File: src/rtl/common_pkg.sv
// Shared branch-prediction types: branch kinds, BTB entry layout and 2-bit counter states.
package common;

    typedef enum logic [1:0] {
        BrCond = 2'b00,
        BrJump = 2'b01,
        BrCall = 2'b10,
        BrRet  = 2'b11
    } br_type_e;

    // Wide enough for the smallest BTB index; unused upper bits stay zero.
    localparam int unsigned BTB_TAG_W = 30;

    typedef struct packed {
        logic                 valid;
        logic [BTB_TAG_W-1:0] tag;
        logic [31:0]          target;
        br_type_e             br_type;
    } btb_entry_t;

    localparam logic [1:0] CTR_SNT = 2'b00;
    localparam logic [1:0] CTR_WNT = 2'b01;
    localparam logic [1:0] CTR_WT  = 2'b10;
    localparam logic [1:0] CTR_ST  = 2'b11;

    function automatic logic [1:0] ctr_next(input logic [1:0] ctr, input logic taken);
        if (taken) begin
            return (ctr == CTR_ST) ? CTR_ST : ctr + 2'b01;
        end
        return (ctr == CTR_SNT) ? CTR_SNT : ctr - 2'b01;
    endfunction

endpackage

File: src/rtl/return_addr_stack.sv
// Circular return-address stack with speculative push/pop and pointer restore on mispredict.
module return_addr_stack
    import common::*;
#(
    parameter int unsigned RAS_DEPTH = 4
) (
    input  logic                         clk,
    input  logic                         reset_n,
    input  logic                         spec_push,
    input  logic                         spec_pop,
    input  logic [31:0]                  spec_addr,
    input  logic                         restore,
    input  logic [$clog2(RAS_DEPTH)-1:0] restore_ptr,
    input  logic                         restore_push,
    input  logic                         restore_pop,
    input  logic [31:0]                  restore_addr,
    output logic [31:0]                  top_addr,
    output logic [$clog2(RAS_DEPTH)-1:0] ptr
);

    localparam int unsigned PTR_W = $clog2(RAS_DEPTH);

    logic [31:0]      stack_q [RAS_DEPTH];
    logic [PTR_W-1:0] ptr_q, ptr_d, wr_idx;
    logic             wr_en;
    logic [31:0]      wr_data;

    // A restore replays the resolved call/return on top of the snapshot pointer.
    always_comb begin
        ptr_d   = ptr_q;
        wr_en   = 1'b0;
        wr_idx  = ptr_q;
        wr_data = spec_addr;
        if (restore) begin
            ptr_d = restore_ptr;
            if (restore_push) begin
                wr_en   = 1'b1;
                wr_idx  = restore_ptr;
                wr_data = restore_addr;
                ptr_d   = restore_ptr + PTR_W'(1);
            end else if (restore_pop) begin
                ptr_d = restore_ptr - PTR_W'(1);
            end
        end else if (spec_push) begin
            wr_en = 1'b1;
            ptr_d = ptr_q + PTR_W'(1);
        end else if (spec_pop) begin
            ptr_d = ptr_q - PTR_W'(1);
        end
    end

    always_ff @(posedge clk) begin
        if (!reset_n) begin
            ptr_q <= '0;
            for (int i = 0; i < RAS_DEPTH; i++) begin
                stack_q[i] <= '0;
            end
        end else begin
            ptr_q <= ptr_d;
            if (wr_en) begin
                stack_q[wr_idx] <= wr_data;
            end
        end
    end

    assign top_addr = stack_q[ptr_q - PTR_W'(1)];
    assign ptr      = ptr_q;

endmodule

File: src/rtl/branch_predict_unit.sv
// Gshare direction predictor plus direct-mapped BTB, with a return-address stack when
// BPU_RAS_EN is defined (otherwise returns use the BTB target).
module branch_predict_unit
    import common::*;
#(
    parameter int unsigned INDEX_BITS = 8,
    parameter int unsigned GHR_BITS   = 8,
    parameter int unsigned BTB_BITS   = 5,
    parameter int unsigned RAS_DEPTH  = 4
) (
    input  logic                         clk,
    input  logic                         reset_n,
    input  logic                         fetch_valid,
    input  logic [31:0]                  fetch_pc,
    output logic                         pred_taken,
    output logic [31:0]                  pred_target,
    output logic [GHR_BITS-1:0]          pred_ghr,
    output logic [$clog2(RAS_DEPTH)-1:0] pred_ras_ptr,
    input  logic                         upd_valid,
    input  logic [31:0]                  upd_pc,
    input  logic [1:0]                   upd_type,
    input  logic                         upd_taken,
    input  logic [31:0]                  upd_target,
    input  logic [GHR_BITS-1:0]          upd_ghr,
    input  logic [$clog2(RAS_DEPTH)-1:0] upd_ras_ptr,
    input  logic                         upd_mispredict
);

    localparam int PHT_SIZE = 2 ** INDEX_BITS;
    localparam int BTB_SIZE = 2 ** BTB_BITS;

    logic [1:0]          pht_q [PHT_SIZE];
    btb_entry_t          btb_q [BTB_SIZE];
    logic [GHR_BITS-1:0] ghr_q, ghr_d;

    logic [BTB_BITS-1:0]   fetch_btb_idx, upd_btb_idx;
    logic [INDEX_BITS-1:0] fetch_pht_idx, upd_pht_idx;
    btb_entry_t            fetch_entry, btb_wdata;
    br_type_e              fetch_type, upd_kind;
    logic                  fetch_hit, fetch_dir, recover, btb_wr;
    logic [31:0]           fetch_seq, ras_top;

    function automatic logic [BTB_TAG_W-1:0] tag_of(input logic [31:0] pc);
        return BTB_TAG_W'(pc >> (BTB_BITS + 2));
    endfunction

    function automatic logic [GHR_BITS-1:0] ghr_shift(input logic [GHR_BITS-1:0] h,
                                                      input logic t);
        return (h << 1) | GHR_BITS'(t);
    endfunction

    assign fetch_btb_idx = fetch_pc[BTB_BITS+1:2];
    assign fetch_entry   = btb_q[fetch_btb_idx];
    assign fetch_hit     = fetch_entry.valid && (fetch_entry.tag == tag_of(fetch_pc));
    assign fetch_type    = fetch_entry.br_type;
    assign fetch_pht_idx = fetch_pc[INDEX_BITS+1:2] ^ INDEX_BITS'(ghr_q);
    assign fetch_dir     = pht_q[fetch_pht_idx][1];
    assign fetch_seq     = fetch_pc + 32'd4;

    assign upd_kind    = br_type_e'(upd_type);
    assign upd_btb_idx = upd_pc[BTB_BITS+1:2];
    assign upd_pht_idx = upd_pc[INDEX_BITS+1:2] ^ INDEX_BITS'(upd_ghr);
    assign recover     = upd_valid && upd_mispredict;
    // Not-taken conditionals never allocate, so the BTB only holds redirecting branches.
    assign btb_wr      = upd_valid && (upd_taken || upd_kind != BrCond);

    always_comb begin
        btb_wdata         = '0;
        btb_wdata.valid   = 1'b1;
        btb_wdata.tag     = tag_of(upd_pc);
        btb_wdata.target  = upd_target;
        btb_wdata.br_type = upd_kind;
    end

    always_comb begin
        pred_taken  = 1'b0;
        pred_target = fetch_seq;
        if (fetch_hit) begin
            unique case (fetch_type)
                BrCond: begin
                    pred_taken = fetch_dir;
                    if (fetch_dir) begin
                        pred_target = fetch_entry.target;
                    end
                end
                BrJump, BrCall: begin
                    pred_taken  = 1'b1;
                    pred_target = fetch_entry.target;
                end
                BrRet: begin
                    pred_taken  = 1'b1;
                    pred_target = ras_top;
                end
            endcase
        end
    end

    // Mispredict recovery wins over the speculative shift from this cycle's fetch.
    always_comb begin
        ghr_d = ghr_q;
        if (recover) begin
            ghr_d = (upd_kind == BrCond) ? ghr_shift(upd_ghr, upd_taken) : upd_ghr;
        end else if (fetch_valid && fetch_hit && fetch_type == BrCond) begin
            ghr_d = ghr_shift(ghr_q, pred_taken);
        end
    end

    always_ff @(posedge clk) begin
        if (!reset_n) begin
            ghr_q <= '0;
            for (int i = 0; i < PHT_SIZE; i++) begin
                pht_q[i] <= CTR_WNT;
            end
            for (int i = 0; i < BTB_SIZE; i++) begin
                btb_q[i] <= '0;
            end
        end else begin
            ghr_q <= ghr_d;
            if (upd_valid && upd_kind == BrCond) begin
                pht_q[upd_pht_idx] <= ctr_next(pht_q[upd_pht_idx], upd_taken);
            end
            if (btb_wr) begin
                btb_q[upd_btb_idx] <= btb_wdata;
            end
        end
    end

    assign pred_ghr = ghr_q;

`ifdef BPU_RAS_EN
    logic spec_ok;
    assign spec_ok = fetch_valid && fetch_hit && !recover;

    return_addr_stack #(
        .RAS_DEPTH(RAS_DEPTH)
    ) u_ras (
        .clk         (clk),
        .reset_n     (reset_n),
        .spec_push   (spec_ok && fetch_type == BrCall),
        .spec_pop    (spec_ok && fetch_type == BrRet),
        .spec_addr   (fetch_seq),
        .restore     (recover),
        .restore_ptr (upd_ras_ptr),
        .restore_push(upd_kind == BrCall),
        .restore_pop (upd_kind == BrRet),
        .restore_addr(upd_pc + 32'd4),
        .top_addr    (ras_top),
        .ptr         (pred_ras_ptr)
    );
`else
    logic unused_ras_inputs;
    assign unused_ras_inputs = ^{upd_ras_ptr, upd_pc[1:0]};
    assign ras_top           = fetch_entry.target;
    assign pred_ras_ptr      = '0;
`endif

endmodule

File: config.mk
export PLATFORM = sky130hd
export DESIGN_NAME = branch_predict_unit
export DESIGN_NICKNAME = d
export VERILOG_FILES = /design/src/rtl/common_pkg.sv /design/src/rtl/return_addr_stack.sv /design/src/rtl/branch_predict_unit.sv
export SDC_FILE = /design/constraint.sdc
export NUM_CORES = 2
export LEC_CHECK = 0
export CORE_UTILIZATION = 40
export CTS_CLUSTER_SIZE = 8
export DETAILED_ROUTE_END_ITERATION = 10
export HOLD_SLACK_MARGIN = 0.02
export PLACE_DENSITY_LB_ADDON = 0.25
export SLEW_MARGIN = 20
export SYNTH_ARGS = -nofsm -noshare
export SYNTH_HDL_FRONTEND = slang
export SYNTH_SLANG_ARGS = --single-unit
export TNS_END_PERCENT = 50
File: constraint.sdc
create_clock -name clk -period 11.32 [get_ports clk]
set_input_delay 2.264 -clock clk [delete_from_list [all_inputs] [get_ports clk]]
set_output_delay 2.264 -clock clk [all_outputs]
set_load 0.01 [all_outputs]
Yosys cells after proc, flatten, opt, wreduce, memory -nomap -nowiden
Memories as Yosys holds them, arrays and structs flattened.
Index checks and enable logic that the tools add are counted.
{ "word_totals": {"elab_cells": 60, "output_inout_bits": 43, "ff_bits": 8, "mem_bits_ro": 0, "input_bits": 114, "latch_bits": 0, "ramBits": 2432, "n_memories": 2} }
{ "mem_list": {"columns": ["memory", "depth", "word_bits", "rd", "rd_clocked_by_memory_dff", "wr", "line_no", "text"], "rows": [
  ["btb_q", 32, 60, 1, 0, 32, "branch_predict_unit.sv:33", "btb_entry_t btb_q [BTB_SIZE];"],
  ["pht_q", 256, 2, 2, 0, 256, "branch_predict_unit.sv:32", "logic [1:0] pht_q [PHT_SIZE];"]
]} }
{ "op_classes": {"mux": 30, "shifts": 0, "div_mod_pow": 0, "add_sub_neg": 3, "reduce_logical": 15, "eq_ne": 5, "n_bitwise": 4, "mul": 0, "order_cmp": 0} }
{ "ops": {"columns": ["cell", "n"], "rows": [
  ["32-bit two-way mux", 2],
  ["32-bit one-hot mux with 2 select lines", 1],
  ["60-bit two-way mux", 1],
  ["60-bit OR reduction", 1],
  ["32-bit by 3-bit adder with 32-bit output, second input constant", 1],
  ["8-bit two-way mux", 4],
  ["30-bit by 25-bit equality test with 1-bit output", 1],
  ["8-bit by 1-bit OR with 8-bit output", 2],
  ["8-bit XOR", 2],
  ["2-bit two-way mux", 7],
  ["1-bit two-way mux", 13],
  ["2-bit equality test, second input constant", 3],
  ["1-bit logical AND", 6],
  ["2-bit logical NOT", 3],
  ["5-bit two-way mux", 1],
  ["2-bit nonzero test", 2],
  ["3-bit OR reduction", 1],
  ["2-bit by 1-bit adder with 2-bit output, second input constant", 1],
  ["2-bit by 1-bit equality test with 1-bit output, second input constant", 1],
  ["1-bit one-hot mux with 2 select lines", 1],
  ["2-bit OR reduction", 1],
  ["2-bit by 1-bit subtractor with 2-bit output, second input constant", 1],
  ["1-bit logical OR", 1]
]} }

Longest topological paths before layout
An unclocked memory read counts as a cell.
{ "depth": {"word_depth": 9, "depth_mapped": 16, "mapped_depth_nobuf": 10} }

Worst setup path after synthesis
No wires, ideal clock.
{ "synth_path": {"path_type": "input to output", "startpoint": "input fetch_pc[2]", "endpoint": "output pred_target[13]", "cell_stages": 12, "t_arrival_ns": 5.672, "setup_slack_ns": 3.384, "required_time_ns": 9.056, "n_path_buf": 7, "path_cell_list": "buf_2 buf_4 buf_2 buf_2 buf_2 clkbuf_1 buf_1 mux4_2 mux4_2 and2_1 a211oi_1 a21oi_1"} }
{ "synth_between": {"elab_chain_cells": 5, "word_cells_on_any_way": 14, "cone_classes": "1 x add/sub; 4 x eq/ne; 3 x mux; 1 x bitwise; 3 x reduce/logical; 2 x memory"} }
{ "synth_lines": {"columns": ["item", "line_no", "text"], "rows": [
  ["start: declaration", "branch_predict_unit.sv:14", "input logic [31:0] fetch_pc,"],
  ["8-bit XOR / memory 32 x 60 bit (equally long branches)", null, null],
  ["memory 256 x 2 bit, or another cell as far along", null, null],
  ["32-bit two-way mux / 3-bit OR reduction (equally long branches)", null, null],
  ["32-bit one-hot mux with 2 select lines", "branch_predict_unit.sv:79", "unique case (fetch_type)"],
  ["32-bit two-way mux (*)", "branch_predict_unit.sv:78", "if (fetch_hit) begin"],
  ["end: declaration", "branch_predict_unit.sv:16", "output logic [31:0] pred_target,"]
]} }
Mark *: on every way between the ends. The rest lies on a longest branch, timed or not.

Worst setup path after layout
{ "layout_path": {"startpoint": "input fetch_pc[3]", "endpoint": "output pred_target[15]"} }
Same word-level chain as after synthesis.

==> run_results.csv <==
group,metric,value,unit
cts,postCtsResizedCells,0,
power,p_leak,42.9,nW
place,placed_area,121000,sq um
logic_synthesis,synth.distinct_cells,71,
setup_path,required,9.06,ns
timing,fin_hold_ws,0.449,ns
logic_synthesis,yosysSeqAreaShare,63.1,%
cts,cts_hold_buf,0,
place,numPortBuffers,150,
cells_and_area,design_area,131000,sq um
place,detailed_place_hpwl,216000,microns
detailed_routing,ant_nets,0,
floorplan,die_h,539,microns
power,swShare,24.9,%
timing,clock_skew,0.0555,ns
logic_synthesis,synth_area_leader_cell,"edfxtp_1",
place,place.gp.congestion,0.883,
setup_path,reg2reg_depth,9,
timing,tightest_slew,1.35,ns
power,power.switching,5.47,mW
logic_synthesis,synth_area_leaders,"edfxtp_1, mux4_2, and2_1",
timing,fin_setup_tns,0,ns
detailed_routing,drt_iter0_drc,10800,
cts,cts_root_buf,"clkbuf_16",
floorplan,coreArea,286000,sq um
timing,hold_viol,0,
logic_synthesis,synth-edff-count,2400,
logic_synthesis,ys.flop_type,"edfxtp_1",
cts,h-tree-depth,5,
power,combPwrFrac,10.1,%
timing,slew_headroom,9.19,%
logic_synthesis,syn-cell-area,116000,sq um
global_route,grt_usage,26.5,%
cells_and_area,nFillCells,24700,
logic_synthesis,synthCells,7790,
global_route,grt_pass1_vias,70500,
power,power.internal,16.5,mW
setup_path,cpMostUsedCell,"a21oi_1",
run_status,status,"completed",
power,peakVddDrop,0.119,mV
floorplan,placementRows,196,
timing,fmax,95.6,MHz
global_route,grt_max_degree,135,
floorplan,die_w,539,microns
timing,slew_viol_final,0,
cts,insertion_delay,0.91,ns
floorplan,initial_utilization,40.4,%
cts,clkTransAtPathRegs,0.05,ns
detailed_routing,routedWlPerCell,33.7,microns
cells_and_area,layout-area-overhead-vs-synth,13.0,%
logic_synthesis,synth_top_area_share,62.4,%
power,cellPowerDensity,168,nW/um^2
cts,cts_setup_buffers,0,
detailed_routing,dr_total_vias,71400,
detailed_routing,drc,0,
setup_path,reg2reg_setup_slack,6.64,ns
power,clockPowerShare,42.2,%
timing,rsz0062_at_grt,"no",
setup_path,criticalPathCategory,"input pin to output pin",
logic_synthesis,yosys_warnings,0,
global_route,grt_pass1_wl,545000,microns
min_path,holdCritPathClass,"flop to flop",
cts,clock_path_buffers,4,
timing,period_minus_slack,10.46,ns
setup_path,slowest_stage,"a211oi_1",
cells_and_area,nets,7841,
cts,cts_tree,"done",
global_route,grt-ovfl-total,0,
logic_synthesis,avgSynthCellArea,14.8,sq um
setup_path,max_stage_delay,0.97,ns
setup_path,critPathMaxFanout,46,
logic_synthesis,synth_async_sr_flop_share,0,%
timing,fin_crit_sh,92.4,%
logic_synthesis,ys_ff_latch,2440,
global_route,antenna_found_initial,44,
floorplan,io_pins,157,
setup_path,endpoint_kind,"output pin",
setup_path,arrival,8.19,ns
timing,finalSetupViolCount,0,
cts,cts_made_buffers,343,
power,power_frac_seq,47.6,%
setup_path,worstSetupStartpointType,"input pin",
min_path,hold_depth,1,
detailed_routing,first_pass_iters,6,
cts,clock-sinks,2440,
detailed_routing,vias_per_cell,6.17,
job,cap_violations,0,
detailed_routing,routed_wl,390000,microns
cells_and_area,layout-drive-gt1-share,21.0,%
floorplan,die-area,291000,sq um
setup_path,cp_cell_sequence,"buf_8 -> buf_12 -> buf_4 -> mux4_2 -> mux2_2 -> a21oi_1 -> a21oi_1 -> xor2_1 -> nor4_1 -> and4_1 -> o211ai_4 -> buf_12 -> a211oi_1 -> a21oi_1 -> clkdlybuf4s50_1",
[power by group through the flow]
| stage | Combinational [mW] | Sequential (mW) | Clock, mW |
|---|---|---|---|
| floorplan | 1.38 | 10.6 | 0 |
| global placement | 2.19 | 10.6 | 0 |
| detailed placement | 2.20 | 10.6 | 0 |
| CTS | 2.21 | 10.5 | 9.37 |
| global route | 2.30 | 10.5 | 9.70 |
| finish | 2.23 | 10.5 | 9.28 |
[cell usage in the layout, fill, tap and decap left out, types with 15 or more instances in the layout]
cell	count
buf_12	18
xor2_1	24
a21o_1	32
a21oi_1	84
nor3_2	160
buf_4	235
a22oi_1	25
nor3_1	49
nor2_4	33
mux4_2	699
clkbuf_1	43
nor2_2	20
a211oi_1	40
nor2_1	168
mux2_2	27
and2_1	1922
xnor2_1	39
diode_2	20
clkdlybuf4s50_1	140
o22ai_1	37
edfxtp_1	2400
nand4_1	20
o21ai_4	32
dfxtp_1	40
nand2_1	336
nor2b_1	15
clkbuf_16	344
mux2i_1	104
o21ai_0	193
nand3_1	300
[cell families after synthesis]
kind of cell	Yosys count	share of synthesized area, %
xor+xnor	74	0.574
flops	2440	63.1
mux	830	14.8
buf+inv	825	3.01
compound gates	540	2.90
simple gates	3078	15.6
fa+ha+maj	2	0.0206
other cells	1	0.00325
[flip-flops by register name, summed over array words and instances (netlist names)]
name	flops
pht_q	512
pred_ghr	8
btb_q	1920
[stage by stage]
stage	total power [mW]	setup WS, ns	util, %	std cells
6_report	22.0	0.865	45.6	11600
5_1_grt	22.5	0.800	45.6	11600
4_1_cts	22.0	0.999	45.6	11600
3_5_place_dp	12.8	1.02	42.4	11100
3_3_place_gp	12.8	0.985	42.4	11100
2_1_floorplan	12.0	3.38	-	7791
[cell usage after synthesis, types with 13 or more instances]
library cell / instances
edfxtp_1: 2400
and2_1: 1922
mux4_2: 699
clkbuf_1: 606
nand2_1: 336
nand3_1: 300
o21ai_0: 225
nor2_1: 221
nor3_2: 160
buf_2: 114
mux2i_1: 104
a21oi_1: 84
buf_1: 53
nor3_1: 49
xnor2_1: 43
a211oi_1: 41
dfxtp_1: 40
o22ai_1: 37
a21o_1: 32
xor2_1: 29
mux2_2: 27
a22oi_1: 25
buf_6: 24
nand4_1: 20
buf_4: 16
nor2b_1: 15
nor4_1: 15
and3_1: 13
[routing by layer]
metal / global-route usage [%] / up-vias / part of all wire [%]
li1: - / 28900 / -
met1: 36.2 / 37300 / 38
met2: 41.4 / 4481 / 46
met3: 5.36 / 752 / 11
met4: 10.8 / 10 / 4.4
met5: 0 / - / 0.017
[worst max-delay path, delay by kind of cell]
family | cells | cell delay [ns]
xor gates and xnor gates | 1 | 0.17
buffers and inverters | 5 | 2.26
muxes | 2 | 0.86
and+or+nand+nor | 2 | 0.73
AOI/OAI and AO/OA | 5 | 1.61
[final cells by class]
type | instances | area [sq um] | share of cell area (%)
Sequential cell | 2440 | 72900 | 55.8
Multi-Input combinational cell | 4526 | 40000 | 30.7
Clock buffer | 387 | 8770 | 6.71
Tap cell | 3762 | 4710 | 3.60
Timing Repair Buffer | 403 | 3640 | 2.78
Clock inverter | 27 | 489 | 0.375
Inverter | 12 | 51.3 | 0.0393
Antenna cell | 20 | 50.0 | 0.0383
[final timing paths]
check / from / end
worst max-delay path: fetch_pc[3] / pred_target[15]
worst min-delay path: btb_q[29][59] / btb_q[29][59]
worst max register to register: pht_q[248][0] / pht_q[210][1]
worst min register to register: btb_q[29][59] / btb_q[29][59]
No activity file was read; power rests on OpenSTA's default activity.
